===== src/rtl/dutmem_arb_pkg.sv =====
// Shared types and width helpers for the dutMem round-robin arbiter.
package dutmem_arb_pkg;

  typedef enum logic [1:0] {
    ST_IDLE = 2'd0,
    ST_BUSY = 2'd1,
    ST_DONE = 2'd2
  } arb_state_e;

  // Width of an index into n requesters; never narrower than one bit.
  function automatic int idx_w(input int n);
    return (n > 1) ? $clog2(n) : 1;
  endfunction

  // Width of a counter able to hold the value t; never narrower than one bit.
  function automatic int cnt_w(input int t);
    return (t > 0) ? $clog2(t + 1) : 1;
  endfunction

endpackage


===== src/rtl/dutmem_rr_pick.sv =====
// Combinational round-robin picker: lowest requester strictly after ptr wins,
// wrapping from NUM_REQ-1 back to 0.
module dutmem_rr_pick
  import dutmem_arb_pkg::*;
#(
  parameter int NUM_REQ = 4
) (
  input  logic [NUM_REQ-1:0]          req,
  input  logic [idx_w(NUM_REQ)-1:0]   ptr,
  output logic [NUM_REQ-1:0]          grant,
  output logic [idx_w(NUM_REQ)-1:0]   grant_idx,
  output logic                        valid
);

  localparam int IW  = idx_w(NUM_REQ);
  localparam int DW2 = 2 * NUM_REQ;
  localparam int PW  = $clog2(DW2);

  logic [DW2-1:0] dbl_s;
  logic [DW2-1:0] mask_s;
  logic [DW2-1:0] masked_s;
  logic [PW-1:0]  pos_s;

  // Doubling the vector turns the wrap-around search into a plain lowest-bit search.
  assign dbl_s    = {req, req};
  assign mask_s   = {DW2{1'b1}} << (32'(ptr) + 32'd1);
  assign masked_s = dbl_s & mask_s;
  assign valid    = |req;

  // Lowest set bit of the masked doubled vector.
  always_comb begin
    pos_s = '0;
    for (int i = DW2 - 1; i >= 0; i--) begin
      pos_s = masked_s[i] ? PW'(i) : pos_s;
    end
  end

  // Fold the doubled position back into a requester index and one-hot grant.
  always_comb begin
    grant_idx = '0;
    grant     = '0;
    if (pos_s >= PW'(NUM_REQ)) begin
      grant_idx = IW'(pos_s - PW'(NUM_REQ));
    end else begin
      grant_idx = IW'(pos_s);
    end
    if (valid) begin
      grant = {{(NUM_REQ-1){1'b0}}, 1'b1} << grant_idx;
    end else begin
      grant = '0;
    end
  end

endmodule


===== src/rtl/dutmem_arbiter.sv =====
// Round-robin sequencer sharing one dutMem port among NUM_REQ requesters,
// with a watchdog that aborts transactions whose mem_ready never arrives.
module dutmem_arbiter
  import dutmem_arb_pkg::*;
#(
  parameter int NUM_REQ    = 4,
  parameter int ADDR_WIDTH = 8,
  parameter int DATA_WIDTH = 16,
  parameter int TIMEOUT    = 255
) (
  input  logic                           clk,
  input  logic                           reset_n,
  input  logic [NUM_REQ-1:0]             req_valid,
  input  logic [NUM_REQ-1:0]             req_wr_rd,
  input  logic [NUM_REQ*ADDR_WIDTH-1:0]  req_addr,
  input  logic [NUM_REQ*DATA_WIDTH-1:0]  req_wdata,
  output logic [NUM_REQ-1:0]             req_ack,
  output logic [DATA_WIDTH-1:0]          rsp_rdata,
  output logic                           rsp_err,
  output logic [idx_w(NUM_REQ)-1:0]      grant_id,
  output logic                           busy,
  output logic                           mem_sel,
  output logic                           mem_wr_rd,
  output logic [ADDR_WIDTH-1:0]          mem_addr,
  output logic [DATA_WIDTH-1:0]          mem_wdata,
  input  logic [DATA_WIDTH-1:0]          mem_rdata,
  input  logic                           mem_ready
);

  localparam int               IW     = idx_w(NUM_REQ);
  localparam int               CW     = cnt_w(TIMEOUT);
  localparam bit               WD_EN  = (TIMEOUT != 0);
  localparam logic [CW-1:0]    TO_CNT = CW'(TIMEOUT);

  arb_state_e              state_r;
  arb_state_e              state_s;
  logic [IW-1:0]           last_grant_r;
  logic [IW-1:0]           grant_id_r;
  logic [NUM_REQ-1:0]      ack_mask_r;
  logic [NUM_REQ-1:0]      req_ack_r;
  logic [DATA_WIDTH-1:0]   rsp_rdata_r;
  logic                    rsp_err_r;
  logic                    busy_r;
  logic                    mem_sel_r;
  logic                    mem_wr_rd_r;
  logic [ADDR_WIDTH-1:0]   mem_addr_r;
  logic [DATA_WIDTH-1:0]   mem_wdata_r;
  logic [CW-1:0]           wd_r;

  logic [NUM_REQ-1:0]      pick_grant_s;
  logic [IW-1:0]           pick_idx_s;
  logic                    pick_valid_s;
  logic                    done_ok_s;
  logic                    done_to_s;

  dutmem_rr_pick #(
    .NUM_REQ (NUM_REQ)
  ) u_pick (
    .req       (req_valid),
    .ptr       (last_grant_r),
    .grant     (pick_grant_s),
    .grant_idx (pick_idx_s),
    .valid     (pick_valid_s)
  );

  // Next-state logic and completion qualifiers.
  always_comb begin
    state_s   = state_r;
    done_ok_s = 1'b0;
    done_to_s = 1'b0;
    case (state_r)
      ST_IDLE: begin
        if (pick_valid_s) begin
          state_s = ST_BUSY;
        end else begin
          state_s = ST_IDLE;
        end
      end
      ST_BUSY: begin
        if (mem_ready) begin
          state_s   = ST_DONE;
          done_ok_s = 1'b1;
        end else if (WD_EN && (wd_r == TO_CNT)) begin
          state_s   = ST_DONE;
          done_to_s = 1'b1;
        end else begin
          state_s   = ST_BUSY;
        end
      end
      ST_DONE: state_s = ST_IDLE;
      default: state_s = ST_IDLE;
    endcase
  end

  // State register, transaction latches, watchdog and registered outputs.
  always_ff @(posedge clk or negedge reset_n) begin
    if (!reset_n) begin
      state_r      <= ST_IDLE;
      last_grant_r <= IW'(NUM_REQ - 1);
      grant_id_r   <= '0;
      ack_mask_r   <= '0;
      req_ack_r    <= '0;
      rsp_rdata_r  <= '0;
      rsp_err_r    <= 1'b0;
      busy_r       <= 1'b0;
      mem_sel_r    <= 1'b0;
      mem_wr_rd_r  <= 1'b0;
      mem_addr_r   <= '0;
      mem_wdata_r  <= '0;
      wd_r         <= '0;
    end else begin
      state_r   <= state_s;
      busy_r    <= (state_s != ST_IDLE);
      mem_sel_r <= (state_s == ST_BUSY);
      req_ack_r <= '0;
      case (state_r)
        ST_IDLE: begin
          if (pick_valid_s) begin
            grant_id_r   <= pick_idx_s;
            last_grant_r <= pick_idx_s;
            ack_mask_r   <= pick_grant_s;
            mem_wr_rd_r  <= req_wr_rd[pick_idx_s];
            mem_addr_r   <= req_addr[pick_idx_s*ADDR_WIDTH +: ADDR_WIDTH];
            mem_wdata_r  <= req_wdata[pick_idx_s*DATA_WIDTH +: DATA_WIDTH];
            wd_r         <= '0;
          end
        end
        ST_BUSY: begin
          if (done_ok_s) begin
            rsp_rdata_r <= mem_wr_rd_r ? '0 : mem_rdata;
            rsp_err_r   <= 1'b0;
            req_ack_r   <= ack_mask_r;
          end else if (done_to_s) begin
            rsp_rdata_r <= '0;
            rsp_err_r   <= 1'b1;
            req_ack_r   <= ack_mask_r;
          end else begin
            wd_r <= wd_r + CW'(1);
          end
        end
        default: begin
        end
      endcase
    end
  end

  assign req_ack   = req_ack_r;
  assign rsp_rdata = rsp_rdata_r;
  assign rsp_err   = rsp_err_r;
  assign grant_id  = grant_id_r;
  assign busy      = busy_r;
  assign mem_sel   = mem_sel_r;
  assign mem_wr_rd = mem_wr_rd_r;
  assign mem_addr  = mem_addr_r;
  assign mem_wdata = mem_wdata_r;

endmodule


===== config.mk =====
export PLATFORM = sky130hd
export DESIGN_NAME = dutmem_arbiter
export DESIGN_NICKNAME = d
export VERILOG_FILES = /design/src/rtl/dutmem_arb_pkg.sv /design/src/rtl/dutmem_rr_pick.sv /design/src/rtl/dutmem_arbiter.sv
export SDC_FILE = /design/constraint.sdc
export NUM_CORES = 1
export LEC_CHECK = 0
export ABC_CLOCK_PERIOD_IN_PS = 6400
export CORE_UTILIZATION = 30
export CTS_CLUSTER_SIZE = 20
export DETAILED_ROUTE_END_ITERATION = 7
export GPL_TIMING_DRIVEN = 0
export HOLD_SLACK_MARGIN = 0.08
export PLACE_DENSITY_LB_ADDON = 0.05
export SLEW_MARGIN = 20
export SYNTH_ARGS = -nofsm -noshare
export SYNTH_HDL_FRONTEND = slang
export SYNTH_HIERARCHICAL = 1
export SYNTH_SLANG_ARGS = --single-unit

===== constraint.sdc =====
create_clock -name clk -period 6.4 [get_ports clk]
set_clock_uncertainty 0.2 [all_clocks]
set_input_delay 0.64 -clock clk [delete_from_list [all_inputs] [get_ports clk]]
set_output_delay 0.64 -clock clk [all_outputs]
set_load 0.01 [all_outputs]

; ---- Word level (Yosys, flattened, before mapping)
; Index checks and enable logic that the tools add are counted.
[op_classes]
shift = 4
add_sub_neg = 3
reduce_logical = 8
muxes = 32
eq_ne = 6
n_lt_le_gt_ge = 2
bitwise_logic = 1
[ops]
columns = op, count
row1 = $shiftx 64x7->16, 1
row2 = $mux 16, 3
row3 = $shiftx 32x6->8, 1
row4 = $shl 8x32->8 const A, 1
row5 = $mux 3, 8
row6 = $mux 8, 3
row7 = $pmux 8 s2, 1
row8 = $mux 4, 3
row9 = $mux 1, 9
row10 = $add 8x1->8 const B, 1
row11 = $and 8x8->8, 1
row12 = $eq 8x8->1 const B, 1
row13 = $mux 2, 3
row14 = $ne 2x2->1 const B, 3
row15 = $reduce_bool 2->1, 3
row16 = $eq 2x1->1 const B, 2
row17 = $pmux 2 s2, 1
row18 = $reduce_and 2->1, 2
row19 = $reduce_and 4->1, 1
row20 = $reduce_or 4->1, 1
row21 = $shl 1x2->4 const A, 1
row22 = $add 2x1->3 const B, 1
row23 = $ge 3x3->1 const B, 1
row24 = $lt 2x3->1 const B, 1
row25 = other kinds (3), 3
[word_totals]
input_bits = 123
ff_bits = 66

; ---- Depth between registers and ports, before layout
; Gate-level depths: netlist of the first run.
[logic_depth]
depth_word = 15
mapped_depth = 9
depth_no_buf = 6

; ---- Cells and area by module
; Netlist of the first run, hierarchy kept.
[by_module_without_submodules]
columns = module, n_inst, cells_per_inst, area_each_um2
row1 = dutmem_arbiter, 1, 276, 3161.8
row2 = dutmem_rr_pick, 1, 31, 181.4

; ---- Least setup slack after synthesis of the first run
; Ideal clock, no wire load.
[synth_path]
path_kind = input-to-reg
startpoint = in req_valid[1]
endpoint = reg mem_addr_r[3] (netlist: mem_addr[3])
setup_time_ns = 0.117
slack_ns = 3.997
path_buffers = 2
cell_stages = 8
arrival_ns = 2.086
path_cell_list = nor2b_1 a21oi_1 o211ai_1 buf_4 buf_2 mux4_2 nand2_1 nand2_1
[synth_via]
elab_chain_len = 10
[synth_lines]
columns = item, line
row1 = "start, declared", dutmem_arbiter.sv:13  ; input logic [NUM_REQ-1:0] req_valid,
row2 = $and 8x8->8 (*), dutmem_rr_pick.sv:27  ; assign masked_s = dbl_s & mask_s;
row3 = $mux 3 (4 in a row), dutmem_rr_pick.sv:34  ; pos_s = masked_s[i] ? PW'(i) : pos_s;
row4 = $mux 3 (*) (2 in a row), dutmem_rr_pick.sv:34
row5 = $ge 3x3->1 / $sub 2x1->2 (equally long branches), "dutmem_rr_pick.sv:42, dutmem_rr_pick.sv:43"
row6 = $mux 2 (*), dutmem_rr_pick.sv:42  ; if (pos_s >= PW'(NUM_REQ)) begin
row7 = via pick_idx_s[0], dutmem_arbiter.sv:51  ; logic [IW-1:0] pick_idx_s;
row8 = $shiftx 32x6->8 (*), dutmem_arbiter.sv:123  ; mem_addr_r <= req_addr[pick_idx_s*ADDR_WIDTH +: ADDR_WIDTH];
row9 = "end signal, assigned", dutmem_arbiter.sv:123
row10 = "end, declared", dutmem_arbiter.sv:46  ; logic [ADDR_WIDTH-1:0] mem_addr_r;
; The timed path passes the listed nets; every way through them passes the cells marked *.
; A chain may end at the register's enable or synchronous reset.

; ---- Worst setup path in the final report of the first run
[layout_path]
startpoint = in req_valid[3]
endpoint = reg mem_addr_r[6] (netlist: mem_addr[6])
[layout_via]
elab_chain_len = 12
[layout_lines]
columns = item, line
row1 = $and 8x8->8 (*), dutmem_rr_pick.sv:27
row2 = $mux 3 (4 in a row), dutmem_rr_pick.sv:34
row3 = $mux 3 (*) (4 in a row), dutmem_rr_pick.sv:34
row4 = $ge 3x3->1 / $sub 2x1->2 (equally long branches), "dutmem_rr_pick.sv:42, dutmem_rr_pick.sv:43"
row5 = $mux 2 (*), dutmem_rr_pick.sv:42
row6 = via pick_idx_s[1], dutmem_arbiter.sv:51
row7 = $shiftx 32x6->8 (*), dutmem_arbiter.sv:123
; Marks and branches as above.

==> results of run 1 <==
## where the power goes
group          internal [mW]  switching, mW
Clock                  0.223          0.178
Combinational          0.582          0.498
Sequential             0.587          0.103
Total                   1.39          0.779
## what timing repair did
action,4_1_cts,5_1_grt
resized for setup,0,0
hold buffers,1,0
endpoints found under the hold margin,29,0
## cells in the mapped netlist, drive strengths merged (2+ instances only)
master | count | share of area
nand2 | 110 | 0.12
dfrtp | 64 | 0.48
mux4 | 25 | 0.17
a22o | 17 | 0.045
nor2 | 11 | 0.015
clkbuf | 8 | 0.0090
a21oi | 7 | 0.010
buf | 7 | 0.015
inv | 7 | 0.0079
o21ai | 7 | 0.012
nand3 | 6 | 0.0090
and2 | 4 | 0.0075
and3 | 4 | 0.0075
a211oi | 2 | 0.0045
a21o | 2 | 0.0045
a31oi | 2 | 0.0037
dfstp | 2 | 0.016
nand4 | 2 | 0.0056
nor2b | 2 | 0.0060
nor3b | 2 | 0.0094
## per-layer routing
| layer | track usage | vias up |
|---|---|---|
| li1 | - | 1468 |
| met1 | 0.2073 | 1438 |
| met2 | 0.2830 | 123 |
| met3 | 0.06356 | 13 |
| met4 | 0.06556 | 0 |
| met5 | 0 | - |
## stage by stage
stage / setup slack, ns / util / total power [mW] / hold WS [ns]
after floorplan: 3.997 / - / 1.288 / 0.1444
after global placement: 2.147 / 0.4834 / 1.789 / 0.2535
after detailed placement: 3.024 / 0.4850 / 1.800 / 0.2620
after CTS: 3.396 / 0.5068 / 2.209 / 0.2775
after global routing: 3.272 / 0.5068 / 2.338 / 0.2833
final: 3.424 / 0.5068 / 2.172 / 0.2744
## sequential cells by signal, summed over array words and instances (netlist names)
register / count
mem_wdata: 16
rsp_rdata: 16
mem_addr: 8
wd_r: 8
ack_mask_r: 4
req_ack: 4
grant_id: 2
last_grant_r: 2
state_r: 2
busy: 1
mem_sel: 1
mem_wr_rd: 1
rsp_err: 1
## cell families after synthesis
group / share of synthesized area
flops: 0.4948
simple gates: 0.1905
xor+xnor: 0.002620
mux: 0.1684
fa+ha+maj: 0.003742
buf+inv: 0.03144
compound gates: 0.1085
## worst paths after layout
check | start | cells after the start | to
hold / removal | last_grant_r[1] | 2 | last_grant_r[1]
setup reg to reg | last_grant_r[1] | 8 | mem_addr[6]
min in group asynchronous | reset_n | 2 | rsp_err
setup / recovery | req_valid[3] | 9 | mem_addr[6]
max in group asynchronous | reset_n | 3 | last_grant_r[1]
hold reg to reg | last_grant_r[1] | 2 | last_grant_r[1]
## final cells by class
cell class | instances | area, µm² | share of cell area
repair buffers | 174 | 1749 | 0.3184
multi-input cells | 219 | 1584 | 0.2883
plain buffers | 15 | 78.83 | 0.01435
well taps | 140 | 175.2 | 0.03188
flip-flops and latches | 66 | 1654 | 0.3011
inverters | 7 | 26.28 | 0.004783
clock inverters | 7 | 102.6 | 0.01867
clock buffers | 9 | 123.9 | 0.02255
## worst register-to-register path, cell delays in order, from the launching register on
cell                       delay, ns
sky130_fd_sc_hd__dfstp_2        0.55
sky130_fd_sc_hd__buf_4          0.17
sky130_fd_sc_hd__nor2_2         0.07
sky130_fd_sc_hd__a221oi_2       0.25
sky130_fd_sc_hd__buf_2          0.24
sky130_fd_sc_hd__clkbuf_1       0.50
sky130_fd_sc_hd__mux4_2         0.42
sky130_fd_sc_hd__nand2_1        0.09
sky130_fd_sc_hd__nand2_1        0.05
==> impl_results.html, run 1 <==
<table>
<tr><th>Metric</th><th>Value</th></tr>
<tr><th colspan="2">Final layout</th></tr>
<tr><td>Most used cells in the layout excluding fill and tap cells</td><td>171 x sky130_fd_sc_hd__clkdlybuf4s50_1, 110 x sky130_fd_sc_hd__nand2_1, 64 x sky130_fd_sc_hd__dfrtp_1</td></tr>
<tr><td>Leading cell type in the layout, fill and taps excluded</td><td>sky130_fd_sc_hd__clkdlybuf4s50_1</td></tr>
<tr><td>Proportion of layout cells with a drive suffix above 1</td><td>0.1268</td></tr>
<tr><td>Filler instances</td><td>1,058</td></tr>
<tr><td>Area growth from synthesis to final layout</td><td>64.33%</td></tr>
<tr><td>Final Non-Filler Cells</td><td>637</td></tr>
<tr><td>Final cell area excluding filler cells</td><td>~0.0055 mm²</td></tr>
<tr><td>Inserted Diodes</td><td>0</td></tr>
<tr><td>Final #Nets</td><td>about 620</td></tr>
<tr><th colspan="2">Floorplanning</th></tr>
<tr><td>Die extent in y</td><td>107.6 µm</td></tr>
<tr><td>Initial cell density of the core</td><td>0.3084</td></tr>
<tr><td>Die ar.</td><td>~0.012 mm²</td></tr>
<tr><td>X dimension of the die</td><td>107.6 µm</td></tr>
<tr><td>Placeable Area</td><td>0.01084 mm²</td></tr>
<tr><td>Number of placement rows</td><td>38</td></tr>
<tr><td>Number of top-level pins</td><td>173</td></tr>
<tr><th colspan="2">Clock network</th></tr>
<tr><td>Depth of the CTS H-tree</td><td>3</td></tr>
<tr><td>Post-CTS setup repair buffer count</td><td>0</td></tr>
<tr><td>TritonCTS clock tree</td><td>done</td></tr>
<tr><td>Largest buffer count on any clock path</td><td>2</td></tr>
<tr><td>Clock Sinks</td><td>66</td></tr>
<tr><td>Clock slew at reported path FFs</td><td>0.08 ns</td></tr>
<tr><td>Number of buffers added by the clock tree synthesis step</td><td>9</td></tr>
<tr><td>Clock tree root buffer cell</td><td>sky130_fd_sc_hd__clkbuf_8</td></tr>
<tr><td>Clk Latency, worst-skew pair</td><td>between 0.3 and 0.4 ns</td></tr>
<tr><th colspan="2">Global route</th></tr>
<tr><td>Maximum number of pins on one net before global-route repair</td><td>38</td></tr>
<tr><td>Overall overflow remaining after global route</td><td>0</td></tr>
<tr><td>Wire length of the first global-routing pass</td><td>15,160 µm</td></tr>
<tr><td>Number of antenna violations at the first check in global routing</td><td>0</td></tr>
<tr><td>Number of global-route vias before repair</td><td>3,024</td></tr>
<tr><td>GRT Total Usage</td><td>0.1732</td></tr>
<tr><th colspan="2">STA</th></tr>
<tr><td>Headroom to the max-slew limit</td><td>0.5992</td></tr>
<tr><td># setup viols final</td><td>0</td></tr>
<tr><td>Final critical delay including setup and external delays</td><td>2.976 ns</td></tr>
<tr><td>Period utilization</td><td>0.4649</td></tr>
<tr><td>Setup TNS</td><td>0 ns</td></tr>
<tr><td>Setup repair after global routing missed its margin</td><td>no</td></tr>
<tr><td>Fin. max-slew vios</td><td>0</td></tr>
<tr><td>Max Clock Freq</td><td>around 340 MHz</td></tr>
<tr><td>Slew at the pin closest to its max-slew limit</td><td>0.6011 ns</td></tr>
<tr><td>Endpoints failing hold</td><td>0</td></tr>
<tr><th colspan="2">Detailed routing</th></tr>
<tr><td>Routed wire per std cell</td><td>approximately 15 µm</td></tr>
<tr><td>DR WL met3</td><td>874 µm</td></tr>
<tr><td>Highest metal used</td><td>met4</td></tr>
<tr><td>Via density per instance</td><td>approximately 4.8</td></tr>
<tr><td>Total via count after detailed routing</td><td>3,042</td></tr>
<tr><td>Detailed router's first-iteration violation count</td><td>156</td></tr>
<tr><td>Total met2 wirelength after detailed routing</td><td>around 4700 µm</td></tr>
<tr><td>Met1 wire length</td><td>3835 µm</td></tr>
<tr><td>Total Routed Length</td><td>9522 µm</td></tr>
<tr><td>Number of routed nets with antenna violations</td><td>0</td></tr>
<tr><td>Post-detailed-route DRC marker count</td><td>0</td></tr>
<tr><td>TritonRoute pass-1 iters</td><td>4</td></tr>
<tr><th colspan="2">Power</th></tr>
<tr><td>Maximum vdd ir drop</td><td>0.1353 mV</td></tr>
<tr><td>Total power divided by cell area</td><td>395.3 mW/mm²</td></tr>
<tr><td>Leakage component of the power</td><td>between 2 and 2.5 nW</td></tr>
<tr><th colspan="2">Yosys</th></tr>
<tr><td>Synthesized area per cell</td><td>10.89 µm²</td></tr>
<tr><td>Number of flip-flops and latches in the synthesized netlist</td><td>66</td></tr>
<tr><td>Sequential fraction of the synthesis area</td><td>0.4948</td></tr>
<tr><td>Synthesized net count</td><td>431</td></tr>
<tr><td>Instance count of the mapped netlist</td><td>307</td></tr>
<tr><td>Syn Std Cell Area</td><td>0.003343 mm²</td></tr>
<tr><td>Number of flops mapped to enable cells by yosys</td><td>0</td></tr>
<tr><td>Count of distinct cell types in the synthesized netlist</td><td>44</td></tr>
<tr><td>Primary flip-flop cell chosen by synthesis mapping</td><td>sky130_fd_sc_hd__dfrtp_1</td></tr>
<tr><td>Fraction of synthesis flops using an asynchronous set or reset pin</td><td>1.000</td></tr>
<tr><td>Count of synthesis-stage warnings from yosys</td><td>6</td></tr>
<tr><th colspan="2">Run status</th></tr>
<tr><td>Result of the run</td><td>finished clean</td></tr>
<tr><th colspan="2">Worst setup path</th></tr>
<tr><td>Delay of the slowest cell on the worst path</td><td>0.60 ns</td></tr>
<tr><td>Critical path cell sequence</td><td>clkdlybuf4s50_1 -&gt; nor2b_4 -&gt; nor2_1 -&gt; a221oi_2 -&gt; buf_2 -&gt; clkbuf_1 -&gt; mux4_2 -&gt; nand2_1 -&gt; nand2_1</td></tr>
<tr><td>Kind of cell adding the most delay to the critical path</td><td>buffers and inverters</td></tr>
<tr><td>Worst endpoint data arrival time</td><td>about 3.0 ns</td></tr>
<tr><td>Library cell contributing the largest single delay on the critical path</td><td>sky130_fd_sc_hd__clkdlybuf4s50_1</td></tr>
<tr><td>Most used cell, CP</td><td>sky130_fd_sc_hd__nand2_1</td></tr>
<tr><td>Crit path launch type</td><td>primary input</td></tr>
<tr><td>Sum of buffers and inverters on the critical path</td><td>3</td></tr>
<tr><td>Endpoint kind of the worst setup timing path</td><td>flop</td></tr>
<tr><td>Critical Path RT</td><td>about 6.4 ns</td></tr>
<tr><td>WS Path Type</td><td>in2reg</td></tr>
<tr><td>Maximum net fanout on the critical path</td><td>10</td></tr>
<tr><td>Register-to-register setup slack</td><td>3.77 ns</td></tr>
<tr><th colspan="2">Placement</th></tr>
<tr><td>Buffers added on ports</td><td>172</td></tr>
<tr><td>Number of cells in the design after placement</td><td>620</td></tr>
<tr><td>Final RePlAce weighted congestion</td><td>0.7566</td></tr>
<tr><td>Detail Placement HPWL</td><td>about 7500 µm</td></tr>
<tr><td>Post-Place Cell Area</td><td>0.005258 mm²</td></tr>
<tr><th colspan="2">Min path</th></tr>
<tr><td>Hold/Removal Path Class</td><td>reg2reg</td></tr>
<tr><th colspan="2">Flow run</th></tr>
<tr><td>Number of maximum-capacitance constraint violations</td><td>0</td></tr>
</table>
Power figures use the tool's default switching activity.
==> run 2: changes to the inputs <==
--- a/config.mk
+++ b/config.mk
@@ -5,7 +5,7 @@
 export SDC_FILE = /design/constraint.sdc
 export NUM_CORES = 1
 export LEC_CHECK = 0
-export ABC_CLOCK_PERIOD_IN_PS = 6400
+export ABC_CLOCK_PERIOD_IN_PS = 2600
 export CORE_UTILIZATION = 30
 export CTS_CLUSTER_SIZE = 20
 export DETAILED_ROUTE_END_ITERATION = 7
==> constraint.sdc (replaced) <==
create_clock -name clk -period 2.6 [get_ports clk]
set_clock_uncertainty 0.2 [all_clocks]
set_input_delay 0.26 -clock clk [delete_from_list [all_inputs] [get_ports clk]]
set_output_delay 0.26 -clock clk [all_outputs]
set_load 0.01 [all_outputs]
==> run 2 against run 1 <==
Total power grew 150%; design area is 0.14% higher; via count grew 0.26%; global-route usage unchanged; sequential share of layout area barely moved; clock power up 150%; flip-flop and latch count is the same; routed wire length rose by 0.15%; combinational power increased by 150%; largest cell class unchanged.
==> impl_results.html, run 2 (synthesis results as in run 1) <==
<table>
<tr><th>Metric</th><th>Value</th></tr>
<tr><th colspan="2">Run status</th></tr>
<tr><td>Result of the run</td><td>finished clean</td></tr>
<tr><th colspan="2">Power</th></tr>
<tr><td>Maximum vdd ir drop</td><td>0.3331 mV</td></tr>
<tr><td>Total power draw</td><td>5.357 mW</td></tr>
<tr><td>Leakage component of the power</td><td>2.435 nW</td></tr>
<tr><td>Total power divided by cell area</td><td>973.8 mW/mm²</td></tr>
<tr><th colspan="2">Global route</th></tr>
<tr><td>Maximum number of pins on one net before global-route repair</td><td>38</td></tr>
<tr><td>Number of global-route vias before repair</td><td>3,024</td></tr>
<tr><td>Overall overflow remaining after global route</td><td>0</td></tr>
<tr><td>GRT Total Usage</td><td>0.1732</td></tr>
<tr><td>Wire length of the first global-routing pass</td><td>15,160 µm</td></tr>
<tr><td>Number of antenna violations at the first check in global routing</td><td>0</td></tr>
<tr><th colspan="2">Final layout</th></tr>
<tr><td>Multi-input combinational cell area</td><td>0.001584 mm²</td></tr>
<tr><td>Inserted Diodes</td><td>0</td></tr>
<tr><td>Final cell area excluding filler cells</td><td>0.005502 mm²</td></tr>
<tr><td>Final Non-Filler Cells</td><td>637</td></tr>
<tr><td>Area growth from synthesis to final layout</td><td>64.56%</td></tr>
<tr><td>Final core occ</td><td>0.5075</td></tr>
<tr><td>Most used cells in the layout excluding fill and tap cells</td><td>170 x sky130_fd_sc_hd__clkdlybuf4s50_1, 110 x sky130_fd_sc_hd__nand2_1, 64 x sky130_fd_sc_hd__dfrtp_1</td></tr>
<tr><td>Sequential cell area</td><td>0.001654 mm²</td></tr>
<tr><td>Filler instances</td><td>1,055</td></tr>
<tr><td>Final #Nets</td><td>616</td></tr>
<tr><td>Leading cell type in the layout, fill and taps excluded</td><td>sky130_fd_sc_hd__clkdlybuf4s50_1</td></tr>
<tr><td>Proportion of layout cells with a drive suffix above 1</td><td>0.1308</td></tr>
<tr><th colspan="2">STA</th></tr>
<tr><td>Setup repair after global routing missed its margin</td><td>no</td></tr>
<tr><td>Final critical delay including setup and external delays</td><td>2.408 ns</td></tr>
<tr><td>Slew at the pin closest to its max-slew limit</td><td>about 0.58 ns</td></tr>
<tr><td>Max Clock Freq</td><td>roughly 420 MHz</td></tr>
<tr><td>Period utilization</td><td>0.9262</td></tr>
<tr><td>Headroom to the max-slew limit</td><td>0.6126</td></tr>
<tr><td>Setup TNS</td><td>0 ns</td></tr>
<tr><td>Fin. max-slew vios</td><td>0</td></tr>
<tr><td>Final worst-path setup slack</td><td>0.1920 ns</td></tr>
<tr><td>Smallest hold slack</td><td>0.1849 ns</td></tr>
<tr><td># setup viols final</td><td>0</td></tr>
<tr><td>Endpoints failing hold</td><td>0</td></tr>
<tr><th colspan="2">Worst setup path</th></tr>
<tr><td>Endpoint kind of the worst setup timing path</td><td>flop</td></tr>
<tr><td>Register-to-register setup slack</td><td>0.19 ns</td></tr>
<tr><td>R2R Path Start</td><td>last_grant_r[1]</td></tr>
<tr><td>Worst R2R End</td><td>mem_addr[6]</td></tr>
<tr><td>Worst endpoint data arrival time</td><td>between 2 and 2.5 ns</td></tr>
<tr><td>Crit path launch type</td><td>flop</td></tr>
<tr><td>Critical Path RT</td><td>2.64 ns</td></tr>
<tr><td>Critical path origin</td><td>last_grant_r[1]</td></tr>
<tr><td>Worst R2R Path Depth</td><td>8</td></tr>
<tr><td>WS Path Type</td><td>reg2reg</td></tr>
<tr><td>Maximum net fanout on the critical path</td><td>10</td></tr>
<tr><th colspan="2">Floorplanning</th></tr>
<tr><td>Number of placement rows</td><td>38</td></tr>
<tr><td>Number of top-level pins</td><td>173</td></tr>
<tr><td>Initial cell density of the core</td><td>0.3084</td></tr>
<tr><td>Die ar.</td><td>0.01157 mm²</td></tr>
<tr><td>X dimension of the die</td><td>107.6 µm</td></tr>
<tr><td>Die extent in y</td><td>about 110 µm</td></tr>
<tr><td>Placeable Area</td><td>0.01084 mm²</td></tr>
<tr><th colspan="2">Detailed routing</th></tr>
<tr><td>Detailed router's first-iteration violation count</td><td>152</td></tr>
<tr><td>TritonRoute pass-1 iters</td><td>4</td></tr>
<tr><td>Post-detailed-route DRC marker count</td><td>0</td></tr>
<tr><td>Via density per instance</td><td>4.788</td></tr>
<tr><td>Total via count after detailed routing</td><td>3,050</td></tr>
<tr><td>Routed wire per std cell</td><td>14.97 µm</td></tr>
<tr><td>Number of routed nets with antenna violations</td><td>0</td></tr>
<tr><td>Total Routed Length</td><td>9536 µm</td></tr>
<tr><th colspan="2">Clock network</th></tr>
<tr><td>Clock tree root buffer cell</td><td>sky130_fd_sc_hd__clkbuf_8</td></tr>
<tr><td>TritonCTS clock tree</td><td>done</td></tr>
<tr><td>Post-CTS setup repair buffer count</td><td>0</td></tr>
<tr><td>Number of buffers added by the clock tree synthesis step</td><td>9</td></tr>
<tr><td>Clk Latency, worst-skew pair</td><td>roughly 0.34 ns</td></tr>
<tr><td>Depth of the CTS H-tree</td><td>3</td></tr>
<tr><td>Clock Sinks</td><td>66</td></tr>
<tr><td>Largest buffer count on any clock path</td><td>2</td></tr>
<tr><td>Clock slew at reported path FFs</td><td>0.08 ns</td></tr>
<tr><th colspan="2">Placement</th></tr>
<tr><td>Post-Place Cell Area</td><td>between 0.005 and 0.006 mm²</td></tr>
<tr><td>Detail Placement HPWL</td><td>7455 µm</td></tr>
<tr><td>Number of cells in the design after placement</td><td>620</td></tr>
<tr><td>Setup WS pre-CTS</td><td>-0.3960 ns</td></tr>
<tr><td>Final RePlAce weighted congestion</td><td>0.7566</td></tr>
<tr><td>Buffers added on ports</td><td>~170</td></tr>
<tr><th colspan="2">Min path</th></tr>
<tr><td>Hold/Removal Path Class</td><td>in2async</td></tr>
<tr><th colspan="2">Flow run</th></tr>
<tr><td>Number of maximum-capacitance constraint violations</td><td>0</td></tr>
</table>
-- run 2: changes by cell type in the layout (fill, tap and decap cells not counted), sizes merged --
cell	before	now
dlymetal6s2s	0	1
clkdlybuf4s50	171	170
-- run 2: worst max path at each step --
stage	endpoint	slack (ns)	depth (start not counted)
global placement	mem_wdata[10]	-1.27	1
detailed placement	mem_addr[6]	-0.40	9
global route	mem_addr[6]	0.06	9
finish	mem_addr[6]	0.19	8
floorplan	mem_addr[0]	0.32	8
CTS	mem_addr[6]	0.01	9
-- run 2: final cells by class --
type                            count  area share
Sequential cell                    66      0.3007
Inverter                            7    0.004776
Timing Repair Buffer              174      0.3184
Multi-Input combinational cell    219      0.2879
Clock inverter                      7     0.01865
Buffer                             15     0.01524
Tap cell                          140     0.03184
Clock buffer                        9     0.02252
-- run 2: report_power, final --
part	total [mW]	switching [mW]	internal, mW
clock	0.987	0.439	0.548
sequential	1.70	0.254	1.45
combinational	2.67	1.23	1.44
total	5.36	1.92	3.43
-- run 2: what timing repair did --
action	4_1_cts	5_1_grt
endpoints found under the setup margin	16	9
endpoints found under the hold margin	64	0
hold buffers	1	0
gates resized for setup	2	3
-- run 2: critical path: stages, from the launching register on --
cell and delay, ns:
sky130_fd_sc_hd__dfstp_2 0.55, sky130_fd_sc_hd__buf_4 0.17, sky130_fd_sc_hd__nor2_2 0.07, sky130_fd_sc_hd__a221oi_2 0.25
sky130_fd_sc_hd__buf_2 0.24, sky130_fd_sc_hd__clkbuf_2 0.32, sky130_fd_sc_hd__mux4_2 0.37, sky130_fd_sc_hd__nand2_1 0.09
sky130_fd_sc_hd__nand2_1 0.05
-- run 2: metal layers --
metal | wire (µm) | global-route usage | vias up
met5 | 0 | 0 | -
met4 | 155 | 0.06556 | 0
met3 | 869 | 0.06356 | 13
met2 | 4680 | 0.2830 | 121
met1 | 3831 | 0.2073 | 1450
li1 | - | - | 1466
==> run 3: changes to the inputs <==
--- a/config.mk
+++ b/config.mk
@@ -5,8 +5,8 @@
 export SDC_FILE = /design/constraint.sdc
 export NUM_CORES = 1
 export LEC_CHECK = 0
-export ABC_CLOCK_PERIOD_IN_PS = 2600
-export CORE_UTILIZATION = 30
+export ABC_CLOCK_PERIOD_IN_PS = 2100
+export CORE_UTILIZATION = 36
 export CTS_CLUSTER_SIZE = 20
 export DETAILED_ROUTE_END_ITERATION = 7
 export GPL_TIMING_DRIVEN = 0
==> constraint.sdc (replaced) <==
create_clock -name clk -period 2.1 [get_ports clk]
set_clock_uncertainty 0.2 [all_clocks]
set_input_delay 0.21 -clock clk [delete_from_list [all_inputs] [get_ports clk]]
set_output_delay 0.21 -clock clk [all_outputs]
set_load 0.01 [all_outputs]
==> run 3 against run 2 <==
Hold slack got worse by 0.026 ns; utilization increased by 13 points; design area increased by 2.9%; clock power increased by 34%; largest cell class unchanged; count of clock-buffer cells in the layout increased by 1; the run now ends with design-rule violations, negative setup slack left; largest power group unchanged; total power increased by 32%; via count decreased by 0.66%; flip-flop and latch count unchanged; routed wire length decreased by 0.17%; critical path depth unchanged.
==> impl_results.html, run 3 (synthesis results as in run 1) <==
<table>
<tr><th>Metric</th><th>Value</th></tr>
<tr><th colspan="2">Run status</th></tr>
<tr><td>Result of the run</td><td>finished with violations</td></tr>
<tr><td>Violations in the final reports</td><td>design-rule violations, negative setup slack</td></tr>
<tr><th colspan="2">Worst setup path</th></tr>
<tr><td>Worst R2R Path Depth</td><td>8</td></tr>
<tr><td>Endpoint kind of the worst setup timing path</td><td>flop</td></tr>
<tr><td>Worst R2R End</td><td>mem_addr[4]</td></tr>
<tr><td>Register-to-register setup slack</td><td>-0.04 ns</td></tr>
<tr><td>R2R Path Start</td><td>last_grant_r[1]</td></tr>
<tr><td>Crit path launch type</td><td>flop</td></tr>
<tr><td>Critical Path RT</td><td>2.13 ns</td></tr>
<tr><td>Maximum net fanout on the critical path</td><td>5</td></tr>
<tr><td>WS Path Type</td><td>reg2reg</td></tr>
<tr><td>Worst endpoint data arrival time</td><td>2.17 ns</td></tr>
<tr><th colspan="2">STA</th></tr>
<tr><td>Final critical delay including setup and external delays</td><td>roughly 2.1 ns</td></tr>
<tr><td>Setup TNS</td><td>-0.2711 ns</td></tr>
<tr><td>Headroom to the max-slew limit</td><td>0.6976</td></tr>
<tr><td>Max Clock Freq</td><td>466.7 MHz</td></tr>
<tr><td>Setup repair after global routing missed its margin</td><td>yes</td></tr>
<tr><td>Period utilization</td><td>1.020</td></tr>
<tr><td>Slew at the pin closest to its max-slew limit</td><td>~0.45 ns</td></tr>
<tr><td># setup viols final</td><td>16</td></tr>
<tr><td>Fin. max-slew vios</td><td>0</td></tr>
<tr><td>Smallest hold slack</td><td>0.1592 ns</td></tr>
<tr><td>Final worst-path setup slack</td><td>-0.04291 ns</td></tr>
<tr><td>Endpoints failing hold</td><td>0</td></tr>
<tr><th colspan="2">Detailed routing</th></tr>
<tr><td>Routed wire per std cell</td><td>approximately 16 µm</td></tr>
<tr><td>TritonRoute pass-1 iters</td><td>6</td></tr>
<tr><td>Detailed router's first-iteration violation count</td><td>66</td></tr>
<tr><td>Total via count after detailed routing</td><td>3,030</td></tr>
<tr><td>Post-detailed-route DRC marker count</td><td>8</td></tr>
<tr><td>Number of routed nets with antenna violations</td><td>0</td></tr>
<tr><td>Total Routed Length</td><td>between 9000 and 10,000 µm</td></tr>
<tr><td>Via density per instance</td><td>4.943</td></tr>
<tr><th colspan="2">Clock network</th></tr>
<tr><td>Depth of the CTS H-tree</td><td>3</td></tr>
<tr><td>TritonCTS clock tree</td><td>done</td></tr>
<tr><td>Number of buffers added by the clock tree synthesis step</td><td>9</td></tr>
<tr><td>Clock slew at reported path FFs</td><td>0.07 ns</td></tr>
<tr><td>Clock tree root buffer cell</td><td>sky130_fd_sc_hd__clkbuf_8</td></tr>
<tr><td>Clock Sinks</td><td>66</td></tr>
<tr><td>Largest buffer count on any clock path</td><td>2</td></tr>
<tr><td>Clk Latency, worst-skew pair</td><td>0.34 ns</td></tr>
<tr><th colspan="2">Floorplanning</th></tr>
<tr><td>Initial cell density of the core</td><td>0.3778</td></tr>
<tr><td>X dimension of the die</td><td>98.37 µm</td></tr>
<tr><td>Die extent in y</td><td>98.37 µm</td></tr>
<tr><td>Placeable Area</td><td>around 0.0088 mm²</td></tr>
<tr><td>Die ar.</td><td>0.009676 mm²</td></tr>
<tr><td>Number of placement rows</td><td>34</td></tr>
<tr><td>Number of top-level pins</td><td>173</td></tr>
<tr><th colspan="2">Power</th></tr>
<tr><td>Total power draw</td><td>7.070 mW</td></tr>
<tr><td>Leakage component of the power</td><td>2.531 nW</td></tr>
<tr><td>Maximum vdd ir drop</td><td>0.5741 mV</td></tr>
<tr><td>Total power divided by cell area</td><td>1249 mW/mm²</td></tr>
<tr><th colspan="2">Final layout</th></tr>
<tr><td>Filler instances</td><td>about 730</td></tr>
<tr><td>Final #Nets</td><td>624</td></tr>
<tr><td>Leading cell type in the layout, fill and taps excluded</td><td>sky130_fd_sc_hd__clkdlybuf4s50_1</td></tr>
<tr><td>Area growth from synthesis to final layout</td><td>69.27%</td></tr>
<tr><td>Most used cells in the layout excluding fill and tap cells</td><td>168 x sky130_fd_sc_hd__clkdlybuf4s50_1, 106 x sky130_fd_sc_hd__nand2_1, 64 x sky130_fd_sc_hd__dfrtp_1</td></tr>
<tr><td>Inserted Diodes</td><td>0</td></tr>
<tr><td>Proportion of layout cells with a drive suffix above 1</td><td>0.1604</td></tr>
<tr><th colspan="2">Placement</th></tr>
<tr><td>Setup WS pre-CTS</td><td>-0.6022 ns</td></tr>
<tr><td>Final RePlAce weighted congestion</td><td>0.8000</td></tr>
<tr><td>Detail Placement HPWL</td><td>7105 µm</td></tr>
<tr><td>Buffers added on ports</td><td>between 150 and 200</td></tr>
<tr><th colspan="2">Min path</th></tr>
<tr><td>Hold/Removal Path Class</td><td>in2async</td></tr>
<tr><th colspan="2">Global route</th></tr>
<tr><td>Maximum number of pins on one net before global-route repair</td><td>35</td></tr>
<tr><td>Number of global-route vias before repair</td><td>3,206</td></tr>
<tr><td>Number of antenna violations at the first check in global routing</td><td>0</td></tr>
<tr><td>Wire length of the first global-routing pass</td><td>15,200 µm</td></tr>
<tr><td>GRT Total Usage</td><td>0.2019</td></tr>
<tr><td>Overall overflow remaining after global route</td><td>0</td></tr>
<tr><th colspan="2">Flow run</th></tr>
<tr><td>Number of maximum-capacitance constraint violations</td><td>0</td></tr>
</table>
[run 3: cell types whose count changed in the layout (fill, tap and decap cells not counted), moves of 3 or more]
cell and delta:
sky130_fd_sc_hd__buf_4 +3, sky130_fd_sc_hd__clkbuf_8 +3, sky130_fd_sc_hd__dlygate4sd2_1 +3, sky130_fd_sc_hd__nand2_1 -4, sky130_fd_sc_hd__nand2_2 +4
[run 3: timing repair]
action | 4_1_cts | 5_1_grt
buffers inserted | 7 | 0
gates cloned | 0 | 2
pin swaps | 1 | 6
gates resized for setup | 8 | 14
endpoints found under the setup margin | 25 | 45
hold buffers | 1 | 0
hold endpoints to repair | 64 | 0
[run 3: critical path, cell delays in order, from the launching register on]
cell                        delay [ns]
sky130_fd_sc_hd__dfstp_2          0.59
sky130_fd_sc_hd__nand2_2          0.07
sky130_fd_sc_hd__a21oi_2          0.14
sky130_fd_sc_hd__o211ai_1         0.13
sky130_fd_sc_hd__buf_6            0.17
sky130_fd_sc_hd__clkbuf_16        0.16
sky130_fd_sc_hd__mux4_2           0.43
sky130_fd_sc_hd__nand2_1          0.08
sky130_fd_sc_hd__nand2_1          0.05
[run 3: report_power, final]
part / switching [mW] / internal [mW]
sequential: 0.324 / 1.79
clock: 0.497 / 0.825
combinational: 1.61 / 2.03
total: 2.43 / 4.64
[run 3: final cells by class]
class | count | area (µm²) | share of cell area
Timing Repair Buffer | 183 | 1852 | 0.3272
Sequential cell | 66 | 1654 | 0.2923
Multi-Input combinational cell | 219 | 1614 | 0.2852
Clock buffer | 10 | 137.6 | 0.02432
Tap cell | 108 | 135.1 | 0.02388
Buffer | 14 | 127.6 | 0.02255
Clock inverter | 6 | 112.6 | 0.01990
Inverter | 7 | 26.28 | 0.004643
[run 3: worst max path at each step]
stage / from / to / slack (ns)
floorplan: last_grant_r[1] / mem_addr[0] / 0.007
global placement: reset_n / mem_wdata[9] / -1.62
detailed placement: req_valid[1] / mem_wr_rd / -0.60
CTS: last_grant_r[1] / mem_wr_rd / -0.01
global route: last_grant_r[1] / mem_addr[5] / -0.13
finish: last_grant_r[1] / mem_addr[4] / -0.04
[run 3: through the flow]
step	util	cell area [µm²]	std cells
finish	0.6396	5659	613
global route	0.6396	5659	613
CTS	0.6305	5579	612
detailed placement	0.5929	5246	588
global placement	0.5909	5229	587
floorplan	-	3372	307
[run 3: per-layer routing]
| metal | wire (µm) | track usage | vias up |
|---|---|---|---|
| li1 | - | - | 1471 |
| met4 | 150 | 0.08611 | 0 |
| met3 | 838 | 0.05941 | 11 |
| met1 | 3847 | 0.2381 | 1420 |
| met2 | 4683 | 0.3434 | 128 |
| met5 | 0 | 0 | - |
